File: src/rtl/clk_gate_ctrl.sv
// -----------------------------------------------------------------------------
// clk_gate_ctrl
//
// Multi-channel glitch-free clock gating controller. Each channel owns an idle
// counter that gates its clock after IDLE_CYCLES consecutive idle cycles, and a
// RUN / GATED / WAKE state machine that restores the clock on demand and
// reports when the gated clock is stable again.
//
// Gate cell per channel: a posedge enable flop (en_q) OR scan_enable feeds a
// latch that is transparent while clk is low; gclk = clk AND latch. The enable
// can therefore only change while clk is low, so gclk never glitches and never
// produces a truncated high pulse.
//
// Optional feature macro: CLK_GATE_STATS_EN
//   defined   -> per-channel saturating gated-cycle counters on gated_cnt
//   undefined -> gated_cnt port and counters are absent
//
// Parameters:
//   N            number of gated channels (1..32)
//   IDLE_CYCLES  consecutive idle cycles before a channel gates (1..2^CNT_W-1)
//   WAKE_CYCLES  settle cycles spent in WAKE before clk_ready (0 = skip WAKE)
//   CNT_W        width of the idle, wake and statistics counters
//
// Ports:
//   clk          root clock
//   rst_n        asynchronous active-low reset
//   scan_enable  forces every gclk to follow clk; FSMs are unaffected
//   auto_en[N]   per-channel auto-gating enable (0 = channel never gates)
//   force_on[N]  per-channel override, holds or returns the channel to RUN
//   busy[N]      channel activity (1 = not idle)
//   wake_req[N]  clock request, held high while the clock is in use
//   clk_ready[N] 1 = channel in RUN, gclk stable
//   gated[N]     1 = channel in GATED
//   gclk[N]      gated clocks
//   gated_cnt    per-channel gated-cycle counters, channel i at
//                [i*CNT_W +: CNT_W] (CLK_GATE_STATS_EN only)
// -----------------------------------------------------------------------------
module clk_gate_ctrl #(
    parameter int N           = 4,
    parameter int IDLE_CYCLES = 16,
    parameter int WAKE_CYCLES = 2,
    parameter int CNT_W       = 8
) (
    input  logic               clk,
    input  logic               rst_n,
    input  logic               scan_enable,
    input  logic [N-1:0]       auto_en,
    input  logic [N-1:0]       force_on,
    input  logic [N-1:0]       busy,
    input  logic [N-1:0]       wake_req,
    output logic [N-1:0]       clk_ready,
    output logic [N-1:0]       gated,
    output logic [N-1:0]       gclk
`ifdef CLK_GATE_STATS_EN
    ,
    output logic [N*CNT_W-1:0] gated_cnt
`endif
);

    typedef enum logic [1:0] {
        ST_RUN   = 2'd0,
        ST_GATED = 2'd1,
        ST_WAKE  = 2'd2
    } state_e;

    // Terminal counts. The idle counter is compared against IDLE_CYCLES-1 so
    // that the increment "to IDLE_CYCLES" and the move to GATED share one edge.
    localparam int             WAKE_LAST_I = (WAKE_CYCLES > 0) ? WAKE_CYCLES - 1 : 0;
    localparam logic [CNT_W-1:0] IDLE_LAST = CNT_W'(IDLE_CYCLES - 1);
    localparam logic [CNT_W-1:0] WAKE_LAST = CNT_W'(WAKE_LAST_I);
    localparam bit             SKIP_WAKE   = (WAKE_CYCLES == 0);

    for (genvar g = 0; g < N; g++) begin : g_ch

        state_e           state_q;
        logic [CNT_W-1:0] idle_cnt_q;
        logic [CNT_W-1:0] wake_cnt_q;
        logic             en_q;
        logic             ready_q;
        logic             gated_q;
        logic             latch_en_q;
        logic             ka;

        // Keep-alive: any reason for the channel to keep (or regain) its clock.
        assign ka = busy[g] | wake_req[g] | force_on[g] | ~auto_en[g];

        // Channel FSM with registered status outputs. ka is sampled on the root
        // clock so a gated channel can still notice a request.
        // NOTE: sequential state uses non-blocking assignments so every flop
        // samples pre-edge values regardless of block evaluation order.
        always_ff @(posedge clk or negedge rst_n) begin
            if (!rst_n) begin
                state_q    <= ST_RUN;
                idle_cnt_q <= '0;
                wake_cnt_q <= '0;
                en_q       <= 1'b1;
                ready_q    <= 1'b1;
                gated_q    <= 1'b0;
            end else begin
                case (state_q)
                    ST_RUN: begin
                        // ka has priority over the terminal count: a request
                        // arriving on the gating edge cancels the gating.
                        if (ka) begin
                            idle_cnt_q <= '0;
                        end else if (idle_cnt_q == IDLE_LAST) begin
                            idle_cnt_q <= '0;
                            state_q    <= ST_GATED;
                            en_q       <= 1'b0;
                            ready_q    <= 1'b0;
                            gated_q    <= 1'b1;
                        end else begin
                            idle_cnt_q <= idle_cnt_q + 1'b1;
                        end
                    end

                    ST_GATED: begin
                        if (ka) begin
                            en_q       <= 1'b1;
                            gated_q    <= 1'b0;
                            wake_cnt_q <= '0;
                            idle_cnt_q <= '0;
                            if (SKIP_WAKE) begin
                                state_q <= ST_RUN;
                                ready_q <= 1'b1;
                            end else begin
                                state_q <= ST_WAKE;
                            end
                        end
                    end

                    ST_WAKE: begin
                        // Settling is not abortable: a dropped ka here still
                        // lands in RUN, which then restarts idle counting.
                        if (wake_cnt_q == WAKE_LAST) begin
                            wake_cnt_q <= '0;
                            idle_cnt_q <= '0;
                            state_q    <= ST_RUN;
                            ready_q    <= 1'b1;
                        end else begin
                            wake_cnt_q <= wake_cnt_q + 1'b1;
                        end
                    end

                    default: begin
                        state_q    <= ST_RUN;
                        idle_cnt_q <= '0;
                        wake_cnt_q <= '0;
                        en_q       <= 1'b1;
                        ready_q    <= 1'b1;
                        gated_q    <= 1'b0;
                    end
                endcase
            end
        end

        // Gate latch, transparent while clk is low. scan_enable bypasses the
        // FSM enable so test clocks reach every domain.
        // NOTE: this latch is intentional (always_latch); it is what keeps the
        // enable stable through the whole high phase of clk.
        // NOTE: the latch has no reset; during reset en_q is already 1 and the
        // latch picks it up in the next low phase, so the clock resumes there.
        always_latch begin
            if (!clk) begin
                latch_en_q <= en_q | scan_enable;
            end
        end

        assign gclk[g]      = clk & latch_en_q;
        assign clk_ready[g] = ready_q;
        assign gated[g]     = gated_q;

`ifdef CLK_GATE_STATS_EN
        logic [CNT_W-1:0] stat_q;
        logic [CNT_W-1:0] stat_d;

        // Saturating count of cycles spent in GATED; cleared by reset only.
        always_comb begin
            stat_d = stat_q;
            if ((state_q == ST_GATED) && (stat_q != {CNT_W{1'b1}})) begin
                stat_d = stat_q + 1'b1;
            end
        end

        always_ff @(posedge clk or negedge rst_n) begin
            if (!rst_n) begin
                stat_q <= '0;
            end else begin
                stat_q <= stat_d;
            end
        end

        assign gated_cnt[g*CNT_W +: CNT_W] = stat_q;
`endif

    end : g_ch

endmodule

File: config.mk
export PLATFORM = sky130hd
export DESIGN_NAME = clk_gate_ctrl
export DESIGN_NICKNAME = d
export VERILOG_FILES = /design/src/rtl/clk_gate_ctrl.sv
export SDC_FILE = /design/constraint.sdc
export NUM_CORES = 1
export LEC_CHECK = 0
export ABC_AREA = 1
export CAP_MARGIN = 20
export CORE_MARGIN = 8
export CORE_UTILIZATION = 56
export CTS_CLUSTER_SIZE = 25
export DETAILED_ROUTE_END_ITERATION = 10
export PLACE_DENSITY = 0.86
export RECOVER_POWER = 25
export SETUP_SLACK_MARGIN = 0.02
export SLEW_MARGIN = 20
export SYNTH_ARGS = -nofsm -noshare
export SYNTH_HDL_FRONTEND = slang
export SYNTH_SLANG_ARGS = --single-unit
export TNS_END_PERCENT = 20
File: constraint.sdc
create_clock -name clk -period 2.9 [get_ports clk]
set_input_delay 0.29 -clock clk [delete_from_list [all_inputs] [get_ports clk]]
set_output_delay 0.29 -clock clk [all_outputs]
set_load 0.005 [all_outputs]
==> results of run 1 <==
[power groups by stage]
stage / sequential [W] / combinational [W] / clock, W
6_report: 0.00146 / 0.000629 / 0.00116
3_3_place_gp: 0.00146 / 0.000615 / 0.000102
3_5_place_dp: 0.00147 / 0.000639 / 0.000102
5_1_grt: 0.00147 / 0.000712 / 0.00124
4_1_cts: 0.00145 / 0.000642 / 0.00119
2_1_floorplan: 0.00145 / 0.000473 / 0.0000351
[per-stage QoR]
stage	total power, W	setup slack [ps]	hold WS, ps	area [µm²]
after floorplan	0.00195	696	-5.59	5200
after global placement	0.00218	231	452	5570
after detailed placement	0.00221	222	454	5570
after CTS	0.00329	50.2	47.0	5820
after global routing	0.00342	34.7	488	5830
final	0.00324	90.3	464	5830
[cell usage in the layout (no fill, tap or decap), drive strengths merged]
cell type	n
nand2	209
inv	110
nor2	77
dfrtp	76
nand3	69
o21ai	63
nand4	25
clkdlybuf4s50	25
clkbuf	16
ha	12
xor2	8
dfstp	8
or2	5
o31ai	4
buf	4
o21bai	4
dlxtn	4
clkinv	3
a21oi	3
nand3b	2
nor3	2
bufinv	2
xnor2	1
o22ai	1
dlygate4sd3	1
[state kept, by name (all words and copies together), names as in the netlist]
name,flops
g_ch.en_q,4
g_ch.gated_q,4
g_ch.idle_cnt_q,32
g_ch.latch_en_q,4
g_ch.ready_q,4
g_ch.state_q,8
g_ch.wake_cnt_q,32
[critical path: cells and delay by family, from the launching register on]
kind          cells  cell delay [ps]
buf+inv           2              150
simple gates      1               60
latches           1              410
[per-layer routing]
layer | vias up | part of all wire, % | GRT usage, %
li1 | 2279 | - | -
met1 | 2175 | 42 | 20.0
met2 | 99 | 52 | 32.5
met3 | 25 | 4.1 | 4.88
met4 | 0 | 2.1 | 10.6
met5 | - | 0 | 0
[cells by family (layout without fill, tap and decap cells)]
group,count (synthesis),after routing
simple gates,389,389
buf+inv,120,161
flops,84,84
compound gates,75,75
fa+ha+maj,12,12
xor+xnor,9,9
latches,4,4
[final cells by class]
cell class / count / area [µm²]
clock inverter: 8 / 85.1
clock buffer: 19 / 216
tap: 111 / 139
inverter: 107 / 408
sequential: 88 / 2170
fill: 765 / 3280
timing repair buffer: 27 / 265
multi-input combinational: 485 / 2540
[worst paths after layout]
| path | start | endpoint | slack [ps] |
|---|---|---|---|
| worst max-delay path | g_ch[0].latch_en_q | gclk[0] | 90 |
| worst max register to register | g_ch[2].en_q | g_ch[2].latch_en_q | 820 |
| worst min register to register | g_ch[2].en_q | g_ch[2].en_q | 460 |
| min in group asynchronous | rst_n | g_ch[2].idle_cnt_q[4] | 910 |
| max in group asynchronous | rst_n | g_ch[1].idle_cnt_q[3] | 750 |
| worst min-delay path | g_ch[2].en_q | g_ch[2].en_q | 460 |
[what timing repair did]
action,4_1_cts,5_1_grt
setup endpoints to repair,8,0
hold buffers,0,1
gates resized for setup,18,0
hold endpoints to repair,0,76
==> flow_summary.ini, run 1 <==
[final_layout]
fin_util_pct = 64.0
diodes = 0
syn_to_final_growth_pct = 12.0
nets = 761
drive_gt1_share_pct = 17.2
layout.cells.non_filler = 845

[pwr]
swShare_pct = 30.8
p_clk_share_pct = 35.7
irDropWorstVdd_mv = 0.329
power_density_nw_per_um2 = 556
power.switching_w = 0.00100
seqPwrFrac_pct = 44.9
internal_power_w = 0.00224
pwr-share-comb_pct = 19.4
p_leak_nw = 2.95

[synth]
synth_most_common_cell = nand2_1
synth_edf_count = 0
postSynthCellCount = 693
yosys_warnings = 0
synthMuxAreaShare_pct = 0
synthAdderAreaFrac_pct = 2.89
syn_area_per_cell_um2 = 7.51
synthTopCellsByArea = dfrtp_1 37%, nand2_1 14%, inv_1 6.3%
yosys.area_share.xor_xnor_pct = 1.51
yosys-top-cells-count = 198 x nand2_1, 88 x inv_1, 76 x dfrtp_1
yosys.area_share.simple_pct = 34.7
ys_ff_latch = 88
synth_compound_area_share_pct = 9.76
synthArstFlopShare_pct = 95.5
synth.distinct_cells = 33
yosys.area.top_type_share_pct = 36.5
synth-main-ff-cell = dfrtp_1
synth_top_area_cell = dfrtp_1
synth_top_family_by_area = simple AND/OR/NAND/NOR gates
syn_area_um2 = 5200
synth_nets = 724

[min_path]
hold_path_class = reg2reg
min_path_cells = 2

[global_route]
grt_start_max_net_pins = 85
grt_use_total_pct = 18.6
grt_pass1_wl_um = 19500
grt_pass1_vias = 4635
grt_overflow = 0
antenna_found_initial = 0

[die]
row_count = 35
start_util_pct = 57.1
die_y_um = 112
dieArea_um2 = 12600
ios = 31
dieWidth_um = 112
core_area_um2 = 9110

[critical_path]
critPathSlowestCell = dlxtn_2
setup.worst_path.start_class = latch
crit_chain = nand2_2 > inv_1 > buf_2
end_kind = output port
reg2reg_depth = 1
cp.required_ps = 2610
path_max_fanout = 1
cp.arrival_ps = 2520
max_stage_delay_ps = 410
critical_path_class = latch2out

[placed_design]
dpl.hpwl_um = 8010
place_congestion = 0.849
portBuffers = 30
placed_cells = 825

[routing]
vias_per_cell = 5.42
wl_per_cell_um = 12.9
drtPass1Iterations = 5
vias = 4578
drt_iter0_drc = 311
drc_errors = 0
totalWireLength_um = 10900
postRouteAntennaNets = 0

[outcome]
status = finished with violations
violations = capacitance limit, slew limit

[sta]
setup_viol = 0
max-slew-margin-rel_pct = -36.1
worst_slew_pin_slew_ps = 2040
rsz0062_at_grt = false
hold_violations = 0
fin_tns_setup_ps = 0
fin_skew_ps = 15.5
final_max_slew_viol_count = 85

[clock_network]
cts_setup_buffers = 0
clkLatencyLatePin_ps = 470
tritoncts = done
clk_pin_slew_ps = 80

[flow_run]
drv_cap = 1
Note: power is estimated with default switching activity, not from simulation.
==> run 2, diff against run 1 <==
- SKIP_LAST_GASP: not set -> 1
==> run 2 against run 1 <==
The run still ends with capacitance limit, slew limit left. Register-to-register slack hardly changed. Critical endpoint is now gclk[3]. Via count unchanged. Global-route usage stayed put. Combinational power barely moved. Clock skew barely moved. Core utilization up 0.14 points. Sequential power hardly changed. Critical path type unchanged. Sequential share of layout area about the same. Wire length decreased by 0.14%. Worst setup slack worse by 72 ps. Die area unchanged. First-iteration DRC count fell by 0.64%.
==> flow_summary.ini, run 2 (synthesis gave the netlist of run 1 again) <==
[outcome]
status = finished with violations
violations = capacitance limit, slew limit

[global_route]
grt_start_max_net_pins = 85
grt_use_total_pct = 18.6
grt_pass1_vias = 4635
grt_pass1_wl_um = 19500
antenna_found_initial = 0
grt_overflow = 0

[die]
dieArea_um2 = 12600
ios = 31
die_y_um = 112
start_util_pct = 57.1
row_count = 35
core_area_um2 = 9110
dieWidth_um = 112

[critical_path]
cp.arrival_ps = 2590
cp.required_ps = 2610
setup.worst_path.start_class = latch
max_stage_delay_ps = 400
critical_path_class = latch2out
crit_family = latches
critPathBufInv = 2
critPathSlowestCell = dlxtn_1
end_kind = output port
crit_chain = nand2_1 > inv_1 > clkdlybuf4s15_1
path_max_fanout = 1

[clock_network]
tritoncts = done
cts_setup_buffers = 0
clk_pin_slew_ps = 80
clkLatencyLatePin_ps = 470

[min_path]
hold_path_class = reg2reg

[final_layout]
drive_gt1_share_pct = 17.2
final_common_cell = nand2_1
reg_top3 = g_ch.idle_cnt_q x32, g_ch.wake_cnt_q x32, g_ch.state_q x8
nets = 761
design_area_um2 = 5840
diodes = 0
syn_to_final_growth_pct = 12.3
layout.cells.non_filler = 845
mostFrequentLayoutCells = 197 x nand2_1, 88 x inv_1, 76 x dfrtp_1

[sta]
hold_violations = 0
worst_slew_pin_slew_ps = 2030
final_max_slew_viol_count = 85
max-slew-margin-rel_pct = -35.7
layout_setup_ws_ps = 18.0
fin_tns_setup_ps = 0
setup_viol = 0
rsz0062_at_grt = true
worst_hold_slack_ps = 464
fin_skew_ps = 15.5

[routing]
postRouteAntennaNets = 0
totalWireLength_um = 10900
drtPass1Iterations = 5
drt_iter0_drc = 309
drc_errors = 0
vias = 4578
wl_per_cell_um = 12.9
vias_per_cell = 5.42

[pwr]
internal_power_w = 0.00225
power.switching_w = 0.00100
irDropWorstVdd_mv = 0.329
power_density_nw_per_um2 = 557
p_clk_share_pct = 35.9
seqPwrFrac_pct = 44.8
pwr-share-comb_pct = 19.3
swShare_pct = 30.7
p_leak_nw = 2.95

[placed_design]
place_congestion = 0.849
post-place-ws_ps = 222
portBuffers = 30
place_area_um2 = 5570
placed_cells = 825
dpl.hpwl_um = 8010

[flow_run]
drv_cap = 1
run 2: changes by cell type in the layout (fill, tap and decap cells not counted):
cell / change
dlxtn_1: -2
dlxtn_2: +2
clkdlybuf4s15_1: +2
clkbuf_2: +1
buf_2: -3
run 2: worst paths after layout:
| kind | startpoint | to | slack [ps] | depth (start not counted) |
|---|---|---|---|---|
| hold reg to reg | g_ch[2].en_q | g_ch[2].en_q | 460 | 2 |
| hold / removal | g_ch[2].en_q | g_ch[2].en_q | 460 | 2 |
| setup / recovery | g_ch[3].latch_en_q | gclk[3] | 20 | 3 |
| max in group asynchronous | rst_n | g_ch[1].idle_cnt_q[3] | 760 | 2 |
| min in group asynchronous | rst_n | g_ch[2].idle_cnt_q[4] | 910 | 2 |
| setup reg to reg | g_ch[2].en_q | g_ch[2].latch_en_q | 820 | 1 |
run 2: area by class of cell:
cell class | instances | area (µm²)
clock buffers | 19 | 226
clock inverters | 8 | 85.1
fillers | 763 | 3270
inverters | 107 | 408
multi-input cells | 485 | 2540
flip-flops and latches | 88 | 2180
well taps | 111 | 139
repair buffers | 27 | 265
run 2: metal layers:
layer  share of wire, %  routed length, µm  vias up  GRT usage (%)
li1                   -                  -     2279              -
met1                 42               4570     2178           20.0
met2                 52               5670       96           32.5
met3                4.1                446       25           4.88
met4                2.1                225        0           10.6
met5                  0                  0        -              0
run 2: tightest hold or removal path, delay by kind of cell, from the launching register on:
family           cells  cell delay (ps)
DFF                  1              370
and+or+nand+nor      2              100
run 2: what timing repair did:
item	CTS	global route
hold buffers	0	1
setup endpoints to repair	8	6
pin swaps	1	0
resized for setup	9	6
hold endpoints to repair	0	76
run 2: through the flow:
stage	utilization [%]	power, W
after floorplan	-	0.00195
final	64.1	0.00325
after global routing	64.1	0.00344
after CTS	64.1	0.00330
after detailed placement	61.2	0.00221
after global placement	61.2	0.00218
run 2: power groups by stage:
stage / combinational [W] / clock, W / sequential (W)
floorplan: 0.000473 / 0.0000351 / 0.00145
global placement: 0.000615 / 0.000102 / 0.00146
detailed placement: 0.000639 / 0.000102 / 0.00147
CTS: 0.000642 / 0.00120 / 0.00145
global route: 0.000712 / 0.00125 / 0.00147
finish: 0.000630 / 0.00117 / 0.00146
